===== src/rtl/rcc_cpu_lp_mode_ctrl.sv =====
// CPU low-power mode sequencer: WFI/WFE entry filter, sleep / deep-sleep handshake
// with the power controller, and clock-stabilisation wait on deep-sleep exit.
module rcc_cpu_lp_mode_ctrl #(
    parameter int unsigned ENTRY_DLY = 4,
    parameter int unsigned WAKE_DLY  = 8
) (
    input  logic       clk,
    input  logic       rst_n,
    input  logic       cpu_sleeping,
    input  logic       cpu_sleepdeep,
    input  logic       wakeup_evt,
    input  logic       pwr_ack,
    input  logic       pwr_ready,
    input  logic       ds_flag_clr,
    output logic       cpu_sleep,
    output logic       cpu_deepsleep,
    output logic       pwr_req,
    output logic [2:0] lp_state,
    output logic       ds_flag
);

    typedef enum logic [2:0] {
        RUN       = 3'd0,
        ENTRY     = 3'd1,
        SLEEP     = 3'd2,
        DS_REQ    = 3'd3,
        DEEPSLEEP = 3'd4,
        EXIT      = 3'd5,
        WAKE      = 3'd6
    } lp_state_t;

    localparam logic [3:0] ENTRY_LOAD = 4'(ENTRY_DLY - 1);
    localparam logic [3:0] WAKE_LOAD  = 4'(WAKE_DLY - 1);

    lp_state_t  state_r;
    lp_state_t  state_s;
    logic [3:0] cnt_r;
    logic [3:0] cnt_s;
    logic       sleep_s;
    logic       deep_s;
    logic       req_s;
    logic       flag_s;

    // Next-state, delay counter, and output decode of the next state so outputs come from flops.
    always_comb begin
        state_s = state_r;
        cnt_s   = 4'd0;
        sleep_s = 1'b0;
        deep_s  = 1'b0;
        req_s   = 1'b0;
        flag_s  = ds_flag;

        case (state_r)
            RUN: begin
                if (cpu_sleeping && !wakeup_evt) begin
                    state_s = ENTRY;
                    cnt_s   = ENTRY_LOAD;
                end else begin
                    state_s = RUN;
                end
            end
            ENTRY: begin
                if (!cpu_sleeping || wakeup_evt) begin
                    state_s = RUN;
                end else if (cnt_r == 4'd0) begin
                    state_s = cpu_sleepdeep ? DS_REQ : SLEEP;
                end else begin
                    cnt_s = cnt_r - 4'd1;
                end
            end
            SLEEP: begin
                if (wakeup_evt || !cpu_sleeping) begin
                    state_s = RUN;
                end else begin
                    state_s = SLEEP;
                end
            end
            DS_REQ: begin
                // A wakeup withdraws the request even if the ack lands in the same cycle.
                if (wakeup_evt) begin
                    state_s = RUN;
                end else if (pwr_ack) begin
                    state_s = DEEPSLEEP;
                end else begin
                    state_s = DS_REQ;
                end
            end
            DEEPSLEEP: begin
                if (wakeup_evt) begin
                    state_s = EXIT;
                end else begin
                    state_s = DEEPSLEEP;
                end
            end
            EXIT: begin
                if (pwr_ready) begin
                    state_s = WAKE;
                    cnt_s   = WAKE_LOAD;
                end else begin
                    state_s = EXIT;
                end
            end
            WAKE: begin
                if (cnt_r == 4'd0) begin
                    state_s = RUN;
                end else begin
                    cnt_s = cnt_r - 4'd1;
                end
            end
            default: begin
                state_s = RUN;
            end
        endcase

        case (state_s)
            SLEEP:     sleep_s = 1'b1;
            DS_REQ:    begin sleep_s = 1'b1; req_s = 1'b1; end
            DEEPSLEEP: begin sleep_s = 1'b1; deep_s = 1'b1; req_s = 1'b1; end
            EXIT:      begin sleep_s = 1'b1; deep_s = 1'b1; end
            WAKE:      sleep_s = 1'b1;
            default:   sleep_s = 1'b0;
        endcase

        // Entering deep sleep sets the flag and wins over a same-cycle clear.
        if (state_r == DS_REQ && state_s == DEEPSLEEP) begin
            flag_s = 1'b1;
        end else if (ds_flag_clr) begin
            flag_s = 1'b0;
        end else begin
            flag_s = ds_flag;
        end
    end

    // State, counter and output registers; reset drops power request and gates immediately.
    always_ff @(posedge clk or negedge rst_n) begin
        if (!rst_n) begin
            state_r       <= RUN;
            cnt_r         <= 4'd0;
            cpu_sleep     <= 1'b0;
            cpu_deepsleep <= 1'b0;
            pwr_req       <= 1'b0;
            ds_flag       <= 1'b0;
        end else begin
            state_r       <= state_s;
            cnt_r         <= cnt_s;
            cpu_sleep     <= sleep_s;
            cpu_deepsleep <= deep_s;
            pwr_req       <= req_s;
            ds_flag       <= flag_s;
        end
    end

    assign lp_state = state_r;

endmodule

===== config.mk =====
export PLATFORM = sky130hd
export DESIGN_NAME = rcc_cpu_lp_mode_ctrl
export DESIGN_NICKNAME = d
export VERILOG_FILES = /design/src/rtl/rcc_cpu_lp_mode_ctrl.sv
export SDC_FILE = /design/constraint.sdc
export NUM_CORES = 1
export LEC_CHECK = 0
export CAP_MARGIN = 25
export CORE_AREA = 2 2 39 41
export CTS_CLUSTER_SIZE = 16
export DETAILED_ROUTE_END_ITERATION = 10
export DIE_AREA = 0 0 41 43
export DONT_BUFFER_PORTS = 1
export PLACE_DENSITY_LB_ADDON = 0.3
export SYNTH_ARGS = -nofsm -noshare
export SYNTH_HDL_FRONTEND = slang
export SYNTH_SLANG_ARGS = --single-unit

===== constraint.sdc =====
create_clock -name clk -period 4.6 [get_ports clk]
set_input_delay 1.38 -clock clk [delete_from_list [all_inputs] [get_ports clk]]
set_output_delay 1.38 -clock clk [all_outputs]
set_load 0.05 [all_outputs]

==> out/qor.csv <==
metric,value,unit
syn-mean-instance-area,11.0,sq um
crit_arrival,1090,ps
initial_utilization,0.423,
num_antenna_cells,0,
powerDensity,841,nW/um^2
critical_path.reg2reg.endpoint,pwr_req,
final_worst_slack,2130,ps
cts_max_path_buffers,2,
initial_antenna_violation_count,0,
routabilityCongestion,0.847,
chipWidth,41,um
yosys.cell_types.count,27,
num_rows,14,
post-dp-hpwl,741,um
worst-slew-pin-transition,736,ps
worstSetupStartpointType,register,
area.sequential,275,sq um
layout.filler_cells,136,
global_route.usage.total,0.150,
die_height,43,um
finish.utilization,0.457,
post_synth_instance_area,586,sq um
drt_iter0_markers,3,
timing.final.max_slew_violations,0,
post_drt_via_cell_ratio,5.48,
drt_drc_violations_left,0,
cts-htree-levels,1,
globalRoute.totalOverflow,0,
clock-skew-final,0.577,ps
cts-root-buf,sky130_fd_sc_hd__clkbuf_4,
post_synth_inst_count,53,
multi_input_comb_area,284,sq um
holdCritPathClass,reg2reg,
ys_ff_latch,11,
detail_route.first_pass.iterations,4,
clock_latency_on_the_worst_skew_pair,270,ps
final_layout_size_suffix_gt1_frac,0.158,
io_buffers,0,
power.total,532,uW
number_of_buffers_added_to_fix_hold_violations_after_cts,0,
tns,0,ps
core_area,1380,sq um
antenna_violating_nets_post_route,0,
hold_depth,1,
report.final.hold_viol_count,0,
top_level_pins,15,
r2r_setup_slack,2680,ps
clk_transition_reported_paths,60,ps
first_pass_grt_wire_length,1.71,mm
die-area,1760,sq um
reg2regPathDepth,5,
ys_warn_count,0,
timing.slew.headroom,0.509,
nNetsFinal,67,
finalCriticalPeriod,2470,ps
vdd.ir_drop.worst,0.000468,V
worst_ep_required_time,3220,ps
run_status,completed,
r2r_start,lp_state[2],
holdWs,506,ps
dr_total_vias,400,
postCtsResizedCells,0,
pre_cts_slack,2180,ps
hold_path_end,cnt_r[0],
largest_net_degree_at_the_start_of_global_routing,12,
areaGrowthSynthToFinish,7.91,%
critical_path.max_fanout,9,
unrepaired_setup_endpoints_after_global_routing,false,
routed_wirelength,990,um
max_freq,404,MHz
clock-sinks,11,
synthesis.nets,62,
seq_area_frac_synth,0.470,
final_setup_violation_count,0,
cts_tree,done,
avgRoutedWirePerCell,13.6,um
min_period_over_period,0.537,
critical_path_start_end_classification,reg2out,
worstSetupEndpointType,primary output,
number_of_violations_of_the_max_capacitance_limit,0,
post_cts.repair.setup_buffers,0,
p_leak,0.277,nW
cts-buffers-inserted,3,
hold_start,cnt_r[0],
first_global_vias,402,
## logic make-up after synthesis
family                   count (synthesis)  synth area share
AO/OA/AOI/OAI                           13             0.207
XOR/XNOR                                 2            0.0299
adder cells (fa/ha/maj)                  1            0.0214
buffers and inverters                    7            0.0449
flip-flops                              11             0.470
multiplexers                             1            0.0171
AND/OR/NAND/NOR                         18             0.209
## worst max-delay path by stage
stage / to / depth (start not counted) / startpoint / slack, ps
2_1_floorplan: pwr_req / 5 / wakeup_evt / 2300
3_3_place_gp: pwr_req / 5 / wakeup_evt / 2180
3_5_place_dp: pwr_req / 5 / wakeup_evt / 2180
4_1_cts: lp_state[2] / 0 / lp_state[2] / 2130
5_1_grt: lp_state[2] / 0 / lp_state[2] / 2080
6_report: lp_state[2] / 0 / lp_state[2] / 2130
## sequential cells by signal, summed over array words and instances (netlist names)
name / count
cpu_sleep: 1
lp_state: 3
pwr_req: 1
cnt_r: 4
ds_flag: 1
cpu_deepsleep: 1
## cell type report
class	count	area share
inverter	7	0.0416
tap	16	0.0317
multi-input combinational	35	0.450
sequential	11	0.436
clock buffer	4	0.0416
## cells in the mapped netlist
cell / n / share of area
sky130_fd_sc_hd__dfrtp_1: 11 / 0.47
sky130_fd_sc_hd__inv_1: 7 / 0.045
sky130_fd_sc_hd__o21ai_0: 4 / 0.034
sky130_fd_sc_hd__nand2_1: 3 / 0.019
sky130_fd_sc_hd__nor2_1: 3 / 0.019
sky130_fd_sc_hd__nand2b_1: 2 / 0.021
sky130_fd_sc_hd__nand3_1: 2 / 0.017
sky130_fd_sc_hd__xnor2_1: 2 / 0.030
sky130_fd_sc_hd__a21boi_0: 1 / 0.013
sky130_fd_sc_hd__a21o_1: 1 / 0.013
sky130_fd_sc_hd__a21oi_1: 1 / 0.0085
sky130_fd_sc_hd__a221oi_1: 1 / 0.015
sky130_fd_sc_hd__a22o_1: 1 / 0.015
sky130_fd_sc_hd__a311oi_2: 1 / 0.026
sky130_fd_sc_hd__and2b_1: 1 / 0.013
sky130_fd_sc_hd__and4_1: 1 / 0.015
sky130_fd_sc_hd__ha_1: 1 / 0.021
sky130_fd_sc_hd__mux2i_1: 1 / 0.017
sky130_fd_sc_hd__nor2b_1: 1 / 0.011
sky130_fd_sc_hd__nor3_1: 1 / 0.0085
sky130_fd_sc_hd__nor4b_1: 1 / 0.015
sky130_fd_sc_hd__nor4b_4: 1 / 0.041
sky130_fd_sc_hd__o211ai_2: 1 / 0.021
sky130_fd_sc_hd__o2bb2ai_2: 1 / 0.026
sky130_fd_sc_hd__o31ai_4: 1 / 0.036
sky130_fd_sc_hd__or2_0: 1 / 0.011
sky130_fd_sc_hd__or3b_4: 1 / 0.019
## layout by cell type (no fill, tap or decap), types with 2 or more instances in the layout
| master | synthesis | final |
|---|---|---|
| sky130_fd_sc_hd__nand3_1 | 2 | 2 |
| sky130_fd_sc_hd__clkbuf_4 | 0 | 3 |
| sky130_fd_sc_hd__nand2_1 | 3 | 3 |
| sky130_fd_sc_hd__nor2_1 | 3 | 3 |
| sky130_fd_sc_hd__nand2b_1 | 2 | 2 |
| sky130_fd_sc_hd__inv_1 | 7 | 7 |
| sky130_fd_sc_hd__xnor2_1 | 2 | 2 |
| sky130_fd_sc_hd__dfrtp_1 | 11 | 11 |
| sky130_fd_sc_hd__o21ai_0 | 4 | 4 |
## through the flow
stage                     std cells  area (sq um)
after floorplan                  53           586
after global placement           69           606
final                            73           632
after global routing             73           632
after CTS                        73           632
after detailed placement         69           606
## layer usage
layer,track usage,vias up,part of all wire
met5,0,-,0
met4,0.0800,0,0.010
met3,0.0838,2,0.067
met2,0.194,12,0.47
met1,0.192,192,0.45
li1,-,194,-
## power by group
part | leakage [nW] | internal [mW] | switching, mW | total (mW)
sequential | 0.139 | 0.134 | 0.130 | 0.265
clock | 0.0150 | 0.0336 | 0.0310 | 0.0647
combinational | 0.122 | 0.0921 | 0.110 | 0.202
total | 0.277 | 0.260 | 0.271 | 0.532
(Power assumes the default switching activity.)
